`config.mk`:
```
export PLATFORM = sky130hd
export DESIGN_NAME = decoder_n_scan
export DESIGN_NICKNAME = d
export VERILOG_FILES = /design/src/rtl/dec_pkg.sv /design/src/rtl/dec_onehot.sv /design/src/rtl/decoder_n_scan.sv
export SDC_FILE = /design/constraint.sdc
export NUM_CORES = 1
export LEC_CHECK = 0
export BUFFER_PORTS_ARGS = -buffer_cell sky130_fd_sc_hd__buf_2
export CORE_MARGIN = 2
export CORE_UTILIZATION = 47
export DETAILED_ROUTE_END_ITERATION = 8
export PLACE_DENSITY = 0.7
export SLEW_MARGIN = 20
export SYNTH_ARGS = -nofsm -noshare
export SYNTH_HDL_FRONTEND = slang
export SYNTH_SLANG_ARGS = --single-unit
export TNS_END_PERCENT = 100
```
`constraint.sdc`:
```
create_clock -name clk -period 1.8 [get_ports clk]
set_clock_uncertainty 0.1 [all_clocks]
set_input_delay 0.27 -clock clk [delete_from_list [all_inputs] [get_ports clk]]
set_output_delay 0.27 -clock clk [all_outputs]
set_load 0.01 [all_outputs]
```
`src/rtl/dec_pkg.sv`:
```
// rtl/dec_pkg.sv - shared state type, mode constants and Gray helper for decoder_n_scan
package dec_pkg;

   typedef enum logic [1:0] {
      IDLE   = 2'd0,
      DIRECT = 2'd1,
      SCAN   = 2'd2
   } dec_state_t;

   localparam logic MODE_DIRECT = 1'b0;
   localparam logic MODE_SCAN   = 1'b1;

   // Widest select the decoder is built for; narrower selects are zero-extended.
   localparam int MAX_SEL_W = 6;

   function automatic logic [MAX_SEL_W-1:0] bin2gray(input logic [MAX_SEL_W-1:0] b);
      return b ^ (b >> 1);
   endfunction

endpackage

```
`src/rtl/dec_onehot.sv`:
```
// rtl/dec_onehot.sv - combinational SEL_W-to-2**SEL_W binary-to-one-hot decoder with enable
module dec_onehot #(
   parameter int SEL_W = 3
) (
   input  logic                    en,
   input  logic [SEL_W-1:0]        sel,
   output logic [(2**SEL_W)-1:0]   y
);

   localparam int OUT_W = 2**SEL_W;

   assign y = en ? (OUT_W'(1) << sel) : '0;

endmodule

```
`src/rtl/decoder_n_scan.sv`:
```
// rtl/decoder_n_scan.sv - registered one-hot decoder with DIRECT/SCAN modes; DEC_GRAY_SCAN_EN selects Gray scan order
module decoder_n_scan
   import dec_pkg::*;
#(
   parameter int SEL_W = 3,
   parameter int DWELL = 4
) (
   input  logic                    clk,
   input  logic                    rst,
   input  logic                    en,
   input  logic                    mode,
   input  logic                    sel_valid,
   input  logic [SEL_W-1:0]        sel,
   output logic                    sel_ready,
   output logic [(2**SEL_W)-1:0]   q,
   output logic [SEL_W-1:0]        idx,
   output logic                    wrap
);

   localparam int OUT_W = 2**SEL_W;
   localparam int DW_W  = (DWELL > 1) ? $clog2(DWELL) : 1;
   localparam logic [DW_W-1:0] DW_LAST = DW_W'(DWELL - 1);

   dec_state_t        state, state_nxt;
   logic [SEL_W-1:0]  cnt, cnt_nxt, cnt_inc;
   logic [DW_W-1:0]   dwell, dwell_nxt;
   logic [SEL_W-1:0]  idx_nxt;
   logic              wrap_nxt;
   logic              load_q;
   logic [OUT_W-1:0]  dec_q;

   function automatic logic [SEL_W-1:0] scan_order(input logic [SEL_W-1:0] c);
`ifdef DEC_GRAY_SCAN_EN
      logic [MAX_SEL_W-1:0] g;
      g = bin2gray(MAX_SEL_W'(c));
      return g[SEL_W-1:0];
`else
      return c;
`endif
   endfunction

   always_ff @(posedge clk or posedge rst) begin
      if (rst) begin
         state <= IDLE;
      end else begin
         state <= state_nxt;
      end
   end

   always_comb begin
      state_nxt = IDLE;
      if (en) begin
         state_nxt = (mode == MODE_SCAN) ? SCAN : DIRECT;
      end
   end

   assign cnt_inc = cnt + SEL_W'(1);

   // Everything below is decided by the state being entered, so a mode or enable
   // change discards any partial dwell on the very next edge.
   always_comb begin
      sel_ready = (state == DIRECT);
      load_q    = 1'b0;
      idx_nxt   = idx;
      wrap_nxt  = 1'b0;
      cnt_nxt   = '0;
      dwell_nxt = '0;
      unique case (state_nxt)
         IDLE: begin
            load_q = 1'b1;
         end
         DIRECT: begin
            if (sel_valid && sel_ready) begin
               load_q  = 1'b1;
               idx_nxt = sel;
            end
         end
         SCAN: begin
            if (state != SCAN) begin
               load_q  = 1'b1;
               idx_nxt = scan_order('0);
            end else if (dwell == DW_LAST) begin
               load_q   = 1'b1;
               cnt_nxt  = cnt_inc;
               idx_nxt  = scan_order(cnt_inc);
               wrap_nxt = (cnt == {SEL_W{1'b1}});
            end else begin
               cnt_nxt   = cnt;
               dwell_nxt = dwell + DW_W'(1);
            end
         end
         default: begin
            load_q = 1'b1;
         end
      endcase
   end

   // Disabled decoder yields all-zero, which is what IDLE loads into q.
   dec_onehot #(
      .SEL_W (SEL_W)
   ) u_onehot (
      .en  (state_nxt != IDLE),
      .sel (idx_nxt),
      .y   (dec_q)
   );

   always_ff @(posedge clk or posedge rst) begin
      if (rst) begin
         q     <= '0;
         idx   <= '0;
         wrap  <= 1'b0;
         cnt   <= '0;
         dwell <= '0;
      end else begin
         if (load_q) begin
            q   <= dec_q;
            idx <= idx_nxt;
         end
         wrap  <= wrap_nxt;
         cnt   <= cnt_nxt;
         dwell <= dwell_nxt;
      end
   end

endmodule
```
==> summary.txt, run 1 <==
Finish
  • Nets: 149
  • Diodes inserted: 0
  • Most common cell after layout, fill and taps aside: buf_2
  • Layout fillers: 163
  • Fin area: 1390 um^2
  • Commonest non-fill, non-tap cells in the layout: buf_2, dfrtp_1, buf_4
  • Layout cells sized above 1: 44.1%
  • Area Overhead vs Synth: 35.0%

Worst hold path
  • Worst Hold Class: in -> reg
  • Hold Path Origin: mode

Clock tree
  • H-tree Lvls: 1
  • Clock buffer depth: 2
  • Clk Latency, worst-skew pair: 0.30 ns
  • CTS tree: done
  • CTS buffer count: 3
  • Clk slew on worst S/H paths: 0.11 ns
  • Clk root buf: clkbuf_4
  • # clock sinks: 19

Timing
  • Rel. slew slack: 52.5%
  • Final setup margin: -0.252 ns
  • Max Clock Freq: 0.487 GHz
  • Setup violations, final: 8
  • RSZ-0062 raised after global routing: true
  • Fin. Hold Viols: 0
  • Crit path time final: 2.05 ns
  • Max-slew violations: 0
  • Worst slew pin tran: 0.712 ns
  • Final Hold Slack: 0.225 ns
  • Tcrit/Tclk final: 114%

Floorplanning
  • Top Ports: 21
  • Core box area: 2000 um^2
  • Die area: 2570 um^2
  • Initial core utilization: 51.2%
  • FP Rows: 16
  • DIE WIDTH: 50.7 um
  • Chip Height: 50.7 um

Global routing
  • Grt total ovfl: 0
  • First-pass GRT wire length: 3930 um
  • Tot GR Track Use: 20.1%
  • Largest net degree at the start of global routing: 20
  • Vias in the first global route: 861
  • Initial antenna violation count: 0

Worst setup path
  • Reg-to-Reg Start: cnt[1]$_DFFE_PP0P_
  • Crit. End Element: register
  • Delay-heaviest family, CP: compound AO/OA/AOI/OAI gates
  • Crit-path slowest cell: dfrtp_1
  • Kind of critical path: reg -> reg
  • Worst Setup Start Kind: register
  • CP required: 1.91 ns
  • Crit path largest cell delay: 0.40 ns
  • Crit path max fanout: 4
  • CP bufs+invs: 0
  • CP arrival: 2.17 ns
  • Crit. Startpoint: cnt[1]$_DFFE_PP0P_
  • CP Cell Sequence: ha_2, ha_4, nor2b_2, or3_4, a221o_1, o32ai_2

Outcome
  • Status: finished, violations left
  • Failing checks: setup timing

Synthesis
  • Synth Register Bits: 19
  • Cells after Synth: 96
  • Synth top area share: 46.3%
  • Syn Std Cell Area: 1030 um^2
  • Ys flop type: dfrtp_1
  • Post-synth cell types: 38
  • Largest cells by area after synthesis: dfrtp_1, o32ai_1, ha_1
  • Yosys top cell by area: dfrtp_1
  • Syn Area/Cell: 10.7 um^2
  • EDFF count, synth: 0
  • YS warnings: 0
  • Syn_nets: 108
  • Asr flop ratio synth: 100%
  • Sequential share of the synthesized area: 46.3%

Route
  • Post-route DRC: 0
  • Via total after detailed routing: 876
  • Post-DR vias/cell: 5.37
  • 1st-pass router iterations: 4
  • DRT antenna net count: 0
  • Routed wire length: 2290 um
  • Wire per inst: 14.1 um
  • Initial DRC count: 11

Placement
  • Post-DP HPWL: 1670 um
  • Placed Instance Area: 1280 um^2
  • GPL Wtd Cong: 0.823
  • IO Port Bufs: 20

Run
  • Max-cap violations: 0

Power
  • Pwr Density: 600 nW/um^2
  • Max VDD drop: 0.482 mV
  • Lkg Pwr: 0.685 nW
[cell usage after synthesis, types with 2 or more instances]
library cell   n
a21oi_1        2
and2_1         3
and3_1         2
buf_2          2
dfrtp_1       19
ha_1           4
inv_1         13
nand2b_1       2
nand3b_1       2
nor2_1         4
nor2b_1        3
nor3_1         2
o21ai_0        6
o32ai_1        8
[flip-flops by register name, summed over array words and instances, names as in the netlist]
name and flops:
cnt 3, dwell 2, wrap 1, q 8, state 2, idx 3
[per-layer routing]
metal / wire, um / track usage [%] / up-vias / part of all wire [%]
li1: - / - / 435 / -
met1: 1120 / 27.4 / 422 / 49
met2: 1100 / 32.0 / 17 / 48
met3: 73 / 3.57 / 2 / 3.2
met4: 8 / 6.76 / 0 / 0.35
met5: 0 / 0 / - / 0
[through the flow]
stage          utilization [%]  setup TNS (ns)  instances  setup WS, ns  power, mW
6_report                  69.2           -1.19        163        -0.252      0.831
5_1_grt                   69.2           -1.73        163        -0.299      0.878
4_1_cts                   67.4           -1.06        162        -0.238      0.827
3_5_place_dp              63.9          -0.980        157        -0.288      0.606
3_3_place_gp              63.9          -0.815        157        -0.193      0.601
2_1_floorplan                -          -0.519         96        -0.150      0.545
[cell type report]
type	instances	area, um^2	share of cell area, %
Multi-Input combinational cell	61	556	40.1
Inverter	13	48.8	3.52
Sequential cell	19	475	34.3
Clock buffer	4	26.3	1.90
Tap cell	27	33.8	2.44
Timing Repair Buffer	39	245	17.7
[worst reg2reg max path, stage by stage (launching register included)]
cell and delay, ns:
dfrtp_1 0.40, ha_2 0.20, ha_4 0.26, nor2b_2 0.04, or3_4 0.33, a221o_1 0.40
o32ai_2 0.23
[worst paths after layout]
kind	end	slack (ns)	depth (start not counted)
worst min-delay path	state[1]$_DFF_PP0_	0.22	2
worst max register to register	q[4]$_DFFE_PP0P_	-0.25	6
worst max-delay path	q[4]$_DFFE_PP0P_	-0.25	6
worst min register to register	q[5]$_DFFE_PP0P_	0.41	2
max in group asynchronous	state[1]$_DFF_PP0_	0.64	3
min in group asynchronous	q[7]$_DFFE_PP0P_	0.51	3
[timing repair]
| item | in CTS | in global routing |
|---|---|---|
| buffers inserted | 0 | 1 |
| cloned | 0 | 0 |
| setup endpoints to repair | 8 | 8 |
| pin swaps | 2 | 1 |
| gates resized for setup | 5 | 5 |
| endpoints found under the hold margin | 19 | 0 |
| hold buffers | 1 | 0 |
[where the power goes]
part | total (mW) | leakage, nW | switching [mW] | internal [mW]
logic | 0.154 | 0.409 | 0.0836 | 0.0705
clock network | 0.218 | 0.0150 | 0.132 | 0.0864
registers | 0.459 | 0.261 | 0.0169 | 0.442
[cells by family (layout without fill, tap and decap cells)]
| group | count (synthesis) | count (layout) | share of synthesized area, % |
|---|---|---|---|
| compound gates | 28 | 28 | 21.8 |
| simple gates | 26 | 26 | 17.4 |
| flops | 19 | 19 | 46.3 |
| buf+inv | 16 | 56 | 6.10 |
| fa+ha+maj | 4 | 4 | 4.88 |
| mux | 2 | 2 | 2.56 |
| xor+xnor | 1 | 1 | 0.854 |
(Power assumes the default switching activity.)
==> run 2, diff against run 1 <==
--- a/config.mk
+++ b/config.mk
@@ -6,11 +6,11 @@
 export NUM_CORES = 1
 export LEC_CHECK = 0
 export BUFFER_PORTS_ARGS = -buffer_cell sky130_fd_sc_hd__buf_2
+export CORE_ASPECT_RATIO = 1.2
 export CORE_MARGIN = 2
 export CORE_UTILIZATION = 47
 export DETAILED_ROUTE_END_ITERATION = 8
 export PLACE_DENSITY = 0.7
-export SLEW_MARGIN = 20
 export SYNTH_ARGS = -nofsm -noshare
 export SYNTH_HDL_FRONTEND = slang
 export SYNTH_SLANG_ARGS = --single-unit
==> run 2 against run 1 <==
  * Design area grew 3.3%
  * Via count up 4.5%
  * Sequential share of layout area is 1.0 points lower
  * Die area about the same
  * Clock power grew 2%
  * Routed wire length rose by 11%
  * Register-to-register slack got worse by 0.04 ns
  * Non-clock buffer count increased by 1
  * The flow still finishes with violations (setup timing)
  * Worst hold slack gained 0.018 ns
  * Sequential cell count stayed put
  * Fmax fell by 1.9%
  * Utilization decreased by 0.11 points
==> summary.txt, run 2 (synthesis results as in run 1) <==
Timing
  • Final setup margin: -0.292 ns (was -0.252 ns)
  • Crit path time final: 2.09 ns (was 2.05 ns)
  • RSZ-0062 raised after global routing: true (unchanged)
  • Setup violations, final: 8 (unchanged)
  • Rel. slew slack: 69.5% (was 52.5%)
  • Worst slew pin tran: 0.456 ns (was 0.712 ns)
  • Max-slew violations: 0 (unchanged)
  • Max Clock Freq: 0.478 GHz (was 0.487 GHz)
  • Fin. Hold Viols: 0 (unchanged)
  • Sum Neg Setup Slack: -1.52 ns (was -1.19 ns)
  • Final Hold Slack: 0.243 ns (was 0.225 ns)
  • Tcrit/Tclk final: 116% (was 114%)

Route
  • 1st-pass router iterations: 4 (unchanged)
  • Wire per inst: 15.3 um (was 14.1 um)
  • DRT antenna net count: 0 (unchanged)
  • Via total after detailed routing: 915 (was 876)
  • Post-route DRC: 0 (unchanged)
  • Initial DRC count: 20 (was 11)
  • Routed wire length: 2550 um (was 2290 um)
  • Post-DR vias/cell: 5.48 (was 5.37)

Run
  • Max-cap violations: 0 (unchanged)

Clock tree
  • # clock sinks: 19 (unchanged)
  • Clk root buf: clkbuf_4 (unchanged)
  • Clk slew on worst S/H paths: 0.11 ns (about the same)
  • H-tree Lvls: 1 (unchanged)
  • Clock buffer depth: 2 (unchanged)
  • CTS buffer count: 3 (unchanged)
  • CTS tree: done (unchanged)
  • Clk Latency, worst-skew pair: 0.31 ns (was 0.30 ns)

Placement
  • Post-Place Worst Slack: -0.287 ns (was -0.288 ns)
  • Post-DP HPWL: 1840 um (was 1670 um)
  • IO Port Bufs: 20 (unchanged)
  • GPL Wtd Cong: 0.882 (was 0.823)

Worst setup path
  • Reg-to-Reg Start: cnt[1]$_DFFE_PP0P_ (unchanged)
  • Worst Setup Start Kind: register (unchanged)
  • Reg2reg path depth: 6 (unchanged)
  • Kind of critical path: reg -> reg (unchanged)
  • Crit path max fanout: 4 (unchanged)
  • CP arrival: 2.21 ns (was 2.17 ns)
  • Crit. Startpoint: cnt[1]$_DFFE_PP0P_ (unchanged)
  • Crit. End Element: register (unchanged)
  • CP required: 1.92 ns (was 1.91 ns)

Global routing
  • Initial antenna violation count: 0 (unchanged)
  • Vias in the first global route: 937 (was 861)
  • First-pass GRT wire length: 4090 um (was 3930 um)
  • Largest net degree at the start of global routing: 20 (unchanged)
  • Grt total ovfl: 0 (unchanged)
  • Tot GR Track Use: 22.8% (was 20.1%)

Power
  • Max VDD drop: 0.656 mV (was 0.482 mV)
  • Tot Pwr: 848 uW (was 831 uW)
  • Pwr Density: 592 nW/um^2 (was 600 nW/um^2)
  • Lkg Pwr: 0.697 nW (was 0.685 nW)

Worst hold path
  • Worst Hold Class: in -> reg (unchanged)
  • Hold Path Stages: 2 (unchanged)
  • Hold Path Origin: en (was mode)

Floorplanning
  • Chip Height: 55.2 um (was 50.7 um)
  • DIE WIDTH: 46.7 um (was 50.7 um)
  • FP Rows: 18 (was 16)
  • Core box area: 2070 um^2 (was 2000 um^2)
  • Top Ports: 21 (unchanged)
  • Die area: 2570 um^2 (about the same)
  • Initial core utilization: 49.5% (was 51.2%)

Finish
  • Nets: 150 (was 149)
  • Diodes inserted: 0 (unchanged)
  • Biggest regs: q x8, cnt x3, idx x3 (unchanged)
  • Utilization after layout: 69.1% (was 69.2%)
  • Max reg flops: 8 (unchanged)
  • Most common cell after layout, fill and taps aside: buf_2 (unchanged)
  • Area Overhead vs Synth: 39.5% (was 35.0%)
  • Largest Register: q (unchanged)
  • FF/Latch Area: 477 um^2 (was 475 um^2)
  • Multi-input gate area: 584 um^2 (was 556 um^2)
  • Commonest non-fill, non-tap cells in the layout: buf_2, dfrtp_1, buf_4 (unchanged)
  • Layout cells sized above 1: 48.2% (was 44.1%)
  • Layout fillers: 166 (was 163)

Outcome
  • Status: finished, violations left (unchanged)
  • Failing checks: setup timing (unchanged)
run 2: changes by cell type in the layout (fill, tap and decap cells not counted), sizes merged:
cell and change:
clkbuf -1, clkinv +1, buf +1
run 2: repair_timing:
| item | in CTS | in global routing |
|---|---|---|
| hold buffers | 1 | 0 |
| setup buffers | 1 | 2 |
| hold endpoints to repair | 19 | 0 |
| setup endpoints to repair | 8 | 9 |
| cloned | 0 | 0 |
| pin swaps | 2 | 2 |
| gates resized for setup | 10 | 8 |
run 2: critical path: stages (launching register included):
cell	delay [ns]
dfrtp_1	0.41
ha_2	0.20
ha_4	0.26
nor2b_2	0.04
or3_4	0.33
a221o_1	0.38
o32ai_2	0.28
run 2: layer usage:
layer | global-route usage, % | share of wire, %
met3 | 3.90 | 2.9
met2 | 40.5 | 55
met4 | 9.26 | 1.9
met1 | 27.0 | 41
met5 | 0 | 0
run 2: metrics by stage:
stage | std cells | cell area [um^2]
after CTS | 165 | 1380
final | 167 | 1430
after detailed placement | 159 | 1270
after floorplan | 96 | 1040
after global routing | 167 | 1430
after global placement | 159 | 1270
run 2: worst paths after layout:
check,end,slack (ns)
max,q[4]$_DFFE_PP0P_,-0.29
min in group asynchronous,cnt[0]$_DFFE_PP0P_,0.40
max reg2reg,q[4]$_DFFE_PP0P_,-0.29
min reg2reg,q[1]$_DFFE_PP0P_,0.43
min,state[0]$_DFF_PP0_,0.24
max in group asynchronous,state[1]$_DFF_PP0_,0.99
run 2: power by group:
group	switching, mW	leakage, nW	internal, mW
Clock	0.139	0.0177	0.0832
Sequential	0.0159	0.260	0.442
Combinational	0.0928	0.420	0.0748
Total	0.248	0.697	0.600
run 2: layout make-up:
cell class / instances / area share (%)
Multi-Input combinational cell: 61 / 40.8
Sequential cell: 19 / 33.3
Timing Repair Buffer: 40 / 17.9
Inverter: 13 / 3.41
Tap cell: 30 / 2.62
Clock buffer: 3 / 1.57
Clock inverter: 1 / 0.350
